## config.mk

```make
export PLATFORM = sky130hd
export DESIGN_NAME = mul_issue
export DESIGN_NICKNAME = d
export VERILOG_FILES = /design/src/rtl/mul_issue.sv
export SDC_FILE = /design/constraint.sdc
export NUM_CORES = 1
export LEC_CHECK = 0
export BUFFER_PORTS_ARGS = -buffer_cell sky130_fd_sc_hd__buf_2
export CAP_MARGIN = 20
export CORE_ASPECT_RATIO = 1.5
export CORE_UTILIZATION = 41
export CTS_CLUSTER_DIAMETER = 50
export DETAILED_ROUTE_END_ITERATION = 8
export PLACE_DENSITY = 0.79
export SLEW_MARGIN = 25
export SYNTH_ARGS = -nofsm -noshare
export SYNTH_HDL_FRONTEND = slang
export SYNTH_SLANG_ARGS = --single-unit
```

## constraint.sdc

```tcl
create_clock -name clk -period 1.9 [get_ports clk]
set_input_delay 0.475 -clock clk [delete_from_list [all_inputs] [get_ports clk]]
set_output_delay 0.475 -clock clk [all_outputs]
set_load 0.02 [all_outputs]
```

## src/rtl/mul_issue.sv

```systemverilog
// mul_issue: tag pipeline, RAW hazard detection and issue counter for a 2-stage multiplier
module mul_issue (
    input  logic        clk,
    input  logic        rst_n,
    input  logic        stall_in,
    input  logic        flush,
    input  logic        issue_valid,
    input  logic [4:0]  issue_rd,
    input  logic [31:0] rs1_data,
    input  logic [31:0] rs2_data,
    input  logic        dec_valid,
    input  logic [4:0]  dec_rs1,
    input  logic [4:0]  dec_rs2,
    output logic [31:0] opA,
    output logic [31:0] opB,
    output logic        mul_stall,
    output logic        wb_valid,
    output logic [4:0]  wb_rd,
    output logic        hazard_stall,
    output logic [1:0]  inflight,
    output logic [31:0] mul_count
);
    logic        w_accept;
    logic        w_hit_issue;
    logic        w_hit_s1;
    logic        r_s1_valid;
    logic        r_s2_valid;
    logic [4:0]  r_s1_rd;
    logic [4:0]  r_s2_rd;
    logic [31:0] r_mul_count;

    // A destination matches decode when it is live, not x0, and named by either source
    function automatic logic f_match(input logic [4:0] r, input logic v, input logic [4:0] a, input logic [4:0] b);
        return v && (r != 5'd0) && ((r == a) || (r == b));
    endfunction

    // Operand gating, stall pass-through, hazard and occupancy are all combinational
    always_comb begin
        w_accept     = issue_valid && !stall_in && !flush;
        opA          = issue_valid ? rs1_data : 32'h0;
        opB          = issue_valid ? rs2_data : 32'h0;
        mul_stall    = stall_in;
        w_hit_issue  = f_match(issue_rd, w_accept, dec_rs1, dec_rs2);
        w_hit_s1     = f_match(r_s1_rd, r_s1_valid, dec_rs1, dec_rs2);
        hazard_stall = dec_valid && (w_hit_issue || w_hit_s1);
        inflight     = {1'b0, r_s1_valid} + {1'b0, r_s2_valid};
        wb_valid     = r_s2_valid;
        wb_rd        = r_s2_rd;
        mul_count    = r_mul_count;
    end

    // s1 tracks the operand register; a flush during a stall kills the held op
    always_ff @(posedge clk or negedge rst_n) begin
        if (!rst_n) begin
            r_s1_valid <= 1'b0;
            r_s1_rd    <= 5'd0;
        end else if (!stall_in) begin
            r_s1_valid <= w_accept;
            r_s1_rd    <= issue_rd;
        end else if (flush) begin
            r_s1_valid <= 1'b0;
        end
    end

    // s2 tracks the result register; the older op always retires, so flush never touches it
    always_ff @(posedge clk or negedge rst_n) begin
        if (!rst_n) begin
            r_s2_valid <= 1'b0;
            r_s2_rd    <= 5'd0;
        end else if (!stall_in) begin
            r_s2_valid <= r_s1_valid;
            r_s2_rd    <= r_s1_rd;
        end
    end

    // Count accepted issues, wrapping naturally at 2^32
    always_ff @(posedge clk or negedge rst_n) begin
        if (!rst_n)
            r_mul_count <= 32'd0;
        else if (w_accept)
            r_mul_count <= r_mul_count + 32'd1;
    end
endmodule

```

# Word-level counts from Yosys, hierarchy flattened
# Index checks and enable logic that the tools add are counted.
[word_totals]
ff_bits = 44
input_bits = 85
out_inout_bits = 106
word_cells = 30
[classes]
addsub = 2
eq_ne = 5
n_mux = 4
reduce_logical = 14
[op_table]
columns = ["cell", "n"]
rows = [
  ["$mux W32", 2],
  ["$add A32 B1 Y32 const B", 1],
  ["$eq A5 B5 Y1", 4],
  ["$reduce_bool A5 Y1", 2],
  ["$logic_and A1 B1 Y1", 7],
  ["$logic_or A1 B1 Y1", 3],
  ["$add A1 B1 Y2", 1],
  ["$logic_not A1 Y1", 2],
  ["$mux W1", 2],
  ["$ne A2 B1 Y1 const B", 1],
]

# Longest topological paths before layout
# Gate-level depths: netlist of the first run.
[logic_depth]
ltp_word = 7
ltp_mapped = 5
ltp_nobuf = 5

# Worst setup path before layout of the first run
# Ideal clock, no wire load.
[synth_path]
kind = "input -> output"
startpoint = "input issue_rd[1]"
endpoint = "output hazard_stall"
t_arrival_ns = 1.320
t_required_ns = 1.425
path_slack_ns = 0.105
stages = 3
n_path_buf = 0
cell_sequence = "or4_1 > o211ai_1 > o22ai_1"
[synth_via]
elab_chain_cells = 5
elab_cells_between_ends = 8
classes_between = "eq/ne: 2; reduce/logical: 6"
[synth_rtl]
columns = ["item", "line", "rtl"]
rows = [
  ["start, declared", "8", "input logic [4:0] issue_rd,"],
  ["$eq A5 B5 Y1 or $reduce_bool A5 Y1 (tied branches)", "34", "return v && (r != 5'd0) && ((r == a) || (r == b));"],
  ["$logic_or A1 B1 Y1 or $logic_and A1 B1 Y1 (tied branches)", "34", ""],
  ["$logic_and A1 B1 Y1 (*)", "34", ""],
  ["$logic_or A1 B1 Y1 (*)", "45", "hazard_stall = dec_valid && (w_hit_issue || w_hit_s1);"],
  ["$logic_and A1 B1 Y1 (*)", "45", ""],
  ["end, declared", "19", "output logic hazard_stall,"],
]
# Mark *: on every way between the ends. The rest lies on a longest branch, timed or not.

# Final worst setup path of the first run
[layout_path]
startpoint = "register r_s1_rd[1]"
endpoint = "output hazard_stall"
[layout_via]
elab_chain_cells = 5
elab_cells_between_ends = 8
classes_between = "eq/ne: 2; reduce/logical: 6"
[layout_rtl]
columns = ["item", "line", "rtl"]
rows = [
  ["start, declared", "28", "logic [4:0] r_s1_rd;"],
  ["start signal, assigned", "59", "r_s1_rd <= issue_rd;"],
  ["$eq A5 B5 Y1 or $reduce_bool A5 Y1 (tied branches)", "34", ""],
  ["$logic_or A1 B1 Y1 or $logic_and A1 B1 Y1 (tied branches)", "34", ""],
  ["$logic_and A1 B1 Y1 (*)", "34", ""],
  ["$logic_or A1 B1 Y1 (*)", "45", ""],
  ["$logic_and A1 B1 Y1 (*)", "45", ""],
]
# Marks and branches as above.

==> run_results.csv, run 1 <==
group,metric,value,unit
global_route,grt_max_degree,52,
finish,layout_commonest_cell,"buf_2",
yosys,yosysWarnings,0,
drt,drtIter0Drc,86,
sta,slew_headroom,63.32,%
worst_setup_path,rr_worst_depth,4,
worst_setup_path,reg2reg_from,"mul_count[12]",
sta,worst_slack,-0.2537,ns
yosys,syn-mean-instance-area,10.23,sq um
yosys,yosysUniqueCellTypes,28,
worst_setup_path,timing.rr.end,"mul_count[27]",
drt,drtAntennaViolNets,0,
global_route,grt_pass1_wl,13350,um
yosys,synth_area,2640,sq um
drt,avgViaCountPerCell,4.927,
yosys,ys_ff_latch,44,
drt,first_pass_iters,4,
floorplanning,pin_count,191,
sta,worst_slew_pin_slew,0.5502,ns
floorplanning,rows,35,
drt,wl_per_cell,16.50,um
placement,dp_cells,530,
finish,post-route-util,63.14,%
sta,fin_crit,2.154,ns
worst_setup_path,arrival,1.68,ns
sta,min_period_over_period,113.4,%
clocking,clk_pin_slew,0.09,ns
yosys,synth_area_leaders,"dfrtp_1 42%, and2_1 16%, xnor2_1 8.6%",
sta,drv_slew,0,
floorplanning,core,6175,sq um
clocking,cts_sinks,44,
yosys,synth-seq-area-share,41.71,%
finish,final_cell_mix,"190 x buf_2, 67 x and2_1, 44 x dfrtp_1, 26 x xnor2_1, 25 x xor2_1",
clocking,cts_tree,"done",
run_status,violations,"setup timing",
finish,area_growth,47.68,%
drt,vias,2685,
clocking,clk_latency,0.29,ns
sta,fin_skew,0.007579,ns
power,powerDensity,626.8,nW/um^2
worst_setup_path,crit_type,"reg -> out",
worst_setup_path,critPathCaptureType,"output port",
clocking,cts_max_level,2,
run,drv_cap,0,
clocking,cts-root-buf,"clkbuf_8",
finish,fin_nets,550,
clocking,ctsResizeCount,0,
run_status,status,"complete, but fails checks",
worst_hold_path,hp-class,"in -> async",
power,vdd_drop_max,0.3207,mV
yosys,synth_top_area_cell,"dfrtp_1",
global_route,grt_usage,26.87,%
drt,drc,0,
global_route,grt_overflow,0,
clocking,cts_max_path_buffers,2,
finish,nFillCells,533,
placement,dp_hpwl,7519,um
finish,layout-drive-gt1-share,50.22,%
worst_setup_path,critPathMaxFanout,2,
sta,fmax,464.3,MHz
global_route,antenna_found_initial,10,
placement,portBuffers,190,
floorplanning,die_y,100.3,um
drt,wl,8993,um
sta,hold_violations,0,
power,leakage,2.134,nW
worst_setup_path,cp-start-kind,"flip-flop",
sta,rsz0062_at_grt,"true",
global_route,grt_pass1_vias,2569,
sta,setup_viol_count_final,1,
floorplanning,die_area,6771,sq um
yosys,syn_nets,345,
placement,gp_congestion,0.8149,
clocking,postCtsSetupRepairBufs,0,
floorplanning,initial_core_util,42.76,%
yosys,yosysTopAreaCellShare,41.71,%
worst_setup_path,required,1.42,ns
clocking,numCtsBuffers,5,
yosys,syn_inst,258,
finish,fin_cells,545,
worst_setup_path,r2r_setup_slack,0.29,ns
floorplanning,die_w,67.52,um
## cell usage after synthesis
cell type	number
xnor2_1	26
nand2_1	9
o211ai_1	2
nor2_1	10
nand4b_1	1
or4_1	2
and3_1	4
nor3_1	5
nor3_2	1
ha_1	2
nor4b_4	1
xor2_1	25
a22oi_1	2
and4_1	3
buf_4	1
mux2i_1	1
nor3b_4	1
nand3_1	12
dfrtp_1	44
inv_1	1
nand4_1	14
nand4bb_4	1
buf_2	1
o22ai_1	1
nor4_4	1
clkbuf_1	8
and2_1	67
mux2_2	12
## report_power, final
part	switching (mW)	total [mW]	leakage (nW)	internal (mW)
sequential	0.0973	1.11	0.583	1.01
combinational	0.409	0.727	1.50	0.317
clock	0.317	0.608	0.0510	0.291
## cells by family after synthesis
group,Yosys count,synth area share (%)
flops,44,41.71
simple gates,132,31.80
mux,13,5.498
buf+inv,11,1.753
xor+xnor,51,16.92
compound gates,5,1.374
fa+ha+maj,2,0.9477
## final cells by class
class	count	area [sq um]	share of cell area, %
inverters	1	3.754	0.09628
well taps	74	92.59	2.375
multi-input cells	203	1493	38.29
repair buffers	208	1099	28.18
diodes	7	17.52	0.4493
clock buffers	6	82.58	2.118
clock inverters	2	10.01	0.2567
flip-flops and latches	44	1101	28.24
## timing repair
item,CTS,global route
hold buffers,0,0
endpoints found under the hold margin,0,0
setup endpoints to repair,1,1
## worst max-delay path, stage by stage (launching register included)
cell	delay, ns
dfrtp_1	0.39
or4_1	0.51
o211ai_1	0.19
o22ai_1	0.11
buf_2	0.18
## worst max-delay path by stage
stage / start / endpoint / slack [ns] / cells after the start
after floorplan: issue_rd[1] / hazard_stall / 0.10 / 3
after global placement: issue_rd[1] / hazard_stall / -0.12 / 5
after detailed placement: issue_rd[1] / hazard_stall / -0.14 / 5
after CTS: r_s1_rd[1] / hazard_stall / -0.26 / 4
after global routing: r_s1_rd[1] / hazard_stall / -0.34 / 4
final: r_s1_rd[1] / hazard_stall / -0.25 / 4
## metal layers
metal / global-route usage [%] / wire length, um / vias up
li1: - / - / 1286
met1: 31.76 / 3617 / 1233
met2: 44.02 / 4170 / 146
met3: 12.16 / 1070 / 14
met4: 5.237 / 93 / 6
met5: 0 / 41 / -
## state kept, by name, indices dropped and copies added (netlist names)
register	cells
mul_count	32
r_s1_rd	5
wb_rd	5
r_s1_valid	1
wb_valid	1
## stage by stage
stage                     hold slack (ns)  power [mW]  setup slack, ns  instance area [sq um]  setup TNS, ns
after floorplan                    0.1794       1.513           0.1045                   2640              0
after global placement             0.4577       1.843          -0.1216                   3789        -0.1216
after detailed placement           0.4629       1.856          -0.1430                   3789        -0.1430
after CTS                          0.2744       2.462          -0.2632                   3881        -0.2632
after global routing               0.3061       2.563          -0.3437                   3886        -0.3437
final                              0.2520       2.444          -0.2537                   3899        -0.2537
(Power assumes the default switching activity.)
==> run 2, diff against run 1 <==
CORE_UTILIZATION = 42   (was 41)
CTS_BUF_LIST = sky130_fd_sc_hd__clkbuf_8   (was default)
PLACE_DENSITY = 0.8   (was 0.79)
==> run_results.csv, run 2 (same netlist as run 1, synthesis figures left out) <==
group,metric,value,unit
drt,avgViaCountPerCell,4.931,
power,vdd_drop_max,0.3678,mV
clocking,cts_sinks,44,
drt,drtIter0Drc,216,
run,drv_cap,0,
global_route,grt_pass1_vias,2565,
worst_setup_path,cp-start-kind,"flip-flop",
placement,dp_hpwl,6114,um
placement,dpl-instance-area,3766,sq um
run_status,status,"complete, but fails checks",
power,powerDensity,620.8,nW/um^2
placement,portBuffers,190,
floorplanning,core,6087,sq um
clocking,cts_tree,"done",
finish,layout_commonest_cell,"buf_2",
global_route,grt_pass1_wl,11820,um
clocking,clk_pin_slew,0.08,ns
finish,fin_cells,535,
clocking,cts-root-buf,"clkbuf_8",
drt,drc,0,
floorplanning,die_area,6613,sq um
worst_setup_path,crit_type,"reg -> out",
finish,largest_reg_flops,32,
global_route,grt_overflow,0,
floorplanning,die_w,66.74,um
drt,wl_per_cell,14.29,um
drt,wl,7647,um
clocking,clk_latency,0.29,ns
run_status,violations,"setup timing",
global_route,grt_max_degree,64,
clocking,cts_max_level,2,
clocking,numCtsBuffers,5,
worst_hold_path,hp-class,"in -> async",
clocking,cts_max_path_buffers,2,
finish,layout-drive-gt1-share,50.22,%
placement,dp_cells,527,
power,finalPower,2.399,mW
sta,setup_viol_count_final,1,
drt,drtAntennaViolNets,0,
global_route,antenna_found_initial,1,
finish,final_cell_mix,"189 x buf_2, 67 x and2_1, 44 x dfrtp_1, 26 x xnor2_1, 25 x xor2_1",
drt,vias,2638,
worst_setup_path,critPathCaptureType,"output port",
global_route,grt_usage,22.84,%
sta,fin_skew,0.004603,ns
worst_setup_path,required,1.42,ns
clocking,postCtsSetupRepairBufs,0,
placement,gp_congestion,0.9686,
finish,nFillCells,486,
sta,hold_violations,0,
floorplanning,pin_count,191,
sta,rsz0062_at_grt,"true",
sta,worst_slack,-0.2904,ns
finish,fin_nets,547,
sta,fmax,456.5,MHz
worst_setup_path,critPathMaxFanout,2,
worst_setup_path,arrival,1.72,ns
floorplanning,initial_core_util,43.37,%
sta,drv_slew,0,
finish,finalInstanceArea,3865,sq um
finish,area_growth,46.40,%
sta,fin_crit,2.190,ns
drt,first_pass_iters,4,
sta,slew_headroom,66.93,%
floorplanning,die_y,99.10,um
sta,min_period_over_period,115.3,%
floorplanning,rows,35,
sta,worst_slew_pin_slew,0.4940,ns
power,leakage,2.112,nW
sta,holdWs,0.1491,ns
## run 2: cell types whose count changed in the layout (fill, tap and decap cells not counted)
cell,previous run,this run
buf_6,0,1
or4_4,0,1
clkinvlp_4,0,1
nor3_1,5,4
or4_1,2,1
buf_2,190,189
buf_4,17,14
diode_2,7,1
nor3_2,1,2
clkbuf_8,6,5
clkinv_2,2,1
## run 2: layout make-up
cell class              instances  area, sq um  share of cell area, %
repair buffers                205         1082                  28.00
inverters                       1        3.754                0.09712
multi-input cells             203         1501                  38.85
diodes                          1        2.502                0.06475
flip-flops and latches         44         1101                  28.49
clock inverters                 2        12.51                 0.3237
well taps                      74        92.59                  2.396
clock buffers                   5        68.82                  1.781
## run 2: report_power, final
group | internal [mW] | switching, mW | leakage (nW) | total (mW)
Clock | 0.249 | 0.310 | 0.0400 | 0.559
Sequential | 1.01 | 0.0979 | 0.583 | 1.11
Combinational | 0.317 | 0.413 | 1.49 | 0.730
## run 2: stage by stage
step | setup slack (ns) | setup TNS, ns | util (%)
5_1_grt | -0.3862 | -0.3862 | 63.49
6_report | -0.2904 | -0.2904 | 63.49
3_5_place_dp | -0.1134 | -0.1134 | 61.87
3_3_place_gp | -0.1094 | -0.1094 | 61.87
4_1_cts | -0.2570 | -0.2570 | 63.21
2_1_floorplan | 0.1045 | 0 | -
## run 2: worst max-delay path, cell delays in order (launching register included)
cell and delay (ns):
dfrtp_1 0.40, or4_4 0.54, o211ai_1 0.22, o22ai_1 0.10
buf_4 0.17
## run 2: final timing paths
kind	slack (ns)	start	cells after the start	endpoint
setup / recovery	-0.29	r_s1_rd[1]	4	hazard_stall
hold / removal	0.15	rst_n	2	mul_count[18]
setup reg to reg	0.23	mul_count[12]	4	mul_count[31]
hold reg to reg	0.49	mul_count[27]	1	mul_count[27]
max in group asynchronous	1.53	rst_n	2	mul_count[27]
min in group clk	0.41	flush	2	r_s1_valid
## run 2: layer usage
layer	track usage, %	vias to the layer above	wire (um)
li1	-	1266	-
met1	26.40	1218	2863
met2	42.11	143	4103
met3	3.096	11	489
met4	6.874	0	190
met5	0	-	0
## run 2: repair_timing
| item | in CTS | in global routing |
|---|---|---|
| gates cloned | 0 | 0 |
| setup endpoints to repair | 1 | 3 |
| resized for setup | 0 | 4 |
| hold buffers | 0 | 0 |
==> run 3, diff against run 2 <==
PLACE_DENSITY = 0.78   (was 0.8)
==> run_results.csv, run 3 (same netlist as run 1, synthesis figures left out) <==
group,metric,value,unit
worst_setup_path,crit_type,"reg -> out",
worst_setup_path,arrival,1.70,ns
finish,fin_nets,549,
global_route,grt_max_degree,60,
worst_hold_path,hp-class,"in -> async",
placement,dp_cells,529,
clocking,postCtsSetupRepairBufs,0,
clocking,numCtsBuffers,5,
power,powerDensity,660.2,nW/um^2
finish,layout-drive-gt1-share,50.32,%
drt,first_pass_iters,4,
finish,ff_latch_area,1101,sq um
global_route,grt_pass1_wl,12590,um
sta,fin_crit,2.171,ns
sta,rsz0062_at_grt,"true",
floorplanning,rows,35,
sta,fin_skew,0.01358,ns
clocking,cts_sinks,44,
sta,worst_slack,-0.2708,ns
worst_setup_path,critPathCaptureType,"output port",
run_status,status,"complete, but fails checks",
worst_setup_path,critPathMaxFanout,2,
floorplanning,die_w,66.74,um
sta,min_period_over_period,114.3,%
finish,largest_reg_flops,32,
global_route,antenna_found_initial,2,
run_status,violations,"setup timing",
drt,avgViaCountPerCell,4.902,
sta,fmax,460.7,MHz
placement,dpl-instance-area,3794,sq um
clocking,ctsResizeCount,1,
global_route,grt_usage,25.88,%
placement,dp_hpwl,6948,um
placement,gp_congestion,0.8237,
finish,nFillCells,508,
clocking,cts_max_level,2,
sta,drv_slew,0,
global_route,grt_overflow,0,
floorplanning,pin_count,191,
floorplanning,core,6087,sq um
finish,area_growth,48.44,%
finish,layout_commonest_cell,"buf_2",
floorplanning,die_y,99.10,um
finish,multi_input_area,1496,sq um
drt,drtIter0Drc,167,
floorplanning,die_area,6613,sq um
global_route,grt_pass1_vias,2577,
power,finalPower,2.587,mW
sta,setup_viol_count_final,1,
clocking,clk_latency,0.31,ns
run,drv_cap,0,
sta,slew_headroom,68.81,%
drt,wl,8394,um
worst_setup_path,r2r_setup_slack,0.23,ns
power,vdd_drop_max,0.2956,mV
worst_setup_path,required,1.42,ns
drt,vias,2642,
drt,drtAntennaViolNets,0,
sta,worst_slew_pin_slew,0.4659,ns
worst_setup_path,cp-start-kind,"flip-flop",
finish,final_cell_mix,"190 x buf_2, 67 x and2_1, 44 x dfrtp_1, 26 x xnor2_1, 25 x xor2_1",
drt,wl_per_cell,15.57,um
clocking,cts-root-buf,"clkbuf_8",
drt,drc,0,
clocking,clk_pin_slew,0.08,ns
clocking,cts_max_path_buffers,2,
finish,fin_cells,539,
placement,portBuffers,190,
clocking,postCtsHoldBufs,0,
sta,hold_violations,0,
power,leakage,2.142,nW
finish,finalInstanceArea,3919,sq um
clocking,cts_tree,"done",
floorplanning,initial_core_util,43.37,%
-- run 3: per-layer routing --
layer,vias to the layer above,global-route usage [%],part of all wire [%]
li1,1282,-,-
met1,1208,28.81,38
met2,132,45.53,52
met3,20,3.211,5.6
met4,0,15.38,5.0
met5,-,0,0
-- run 3: stage by stage --
stage | worst slack, ns | utilization [%] | TNS [ns] | hold WS [ns]
6_report | -0.2708 | 64.38 | -0.2708 | 0.03031
5_1_grt | -0.3222 | 64.38 | -0.3222 | 0.04027
3_5_place_dp | -0.1265 | 62.32 | -0.1265 | 0.3586
4_1_cts | -0.2676 | 64.30 | -0.2676 | 0.03561
3_3_place_gp | -0.1383 | 62.32 | -0.1383 | 0.3496
2_1_floorplan | 0.1045 | - | 0 | 0.1794
-- run 3: area by class of cell --
type | instances | area share [%]
multi-input combinational | 203 | 38.19
timing repair buffer | 207 | 28.16
sequential | 44 | 28.10
tap | 74 | 2.363
clock buffer | 5 | 1.756
clock inverter | 3 | 1.213
antenna | 2 | 0.1277
inverter | 1 | 0.09579
-- run 3: final timing paths --
path                                    start             to  depth (start not counted)
worst max-delay path               r_s1_rd[1]   hazard_stall                          4
worst min-delay path                    rst_n   mul_count[9]                          1
worst max register to register  mul_count[12]  mul_count[29]                          4
worst min register to register  mul_count[27]  mul_count[27]                          1
max in group asynchronous               rst_n  mul_count[17]                          2
min in group clk                        flush     r_s1_valid                          2
-- run 3: worst max-delay path, stage by stage, from the launching register on --
cell	delay, ns
dfrtp_1	0.41
or4_4	0.54
o211ai_1	0.19
o22ai_1	0.09
buf_2	0.17
-- run 3: report_power, final --
group | leakage [nW] | internal [mW] | switching [mW]
combinational | 1.50 | 0.324 | 0.411
clock | 0.0583 | 0.396 | 0.339
sequential | 0.583 | 1.01 | 0.105
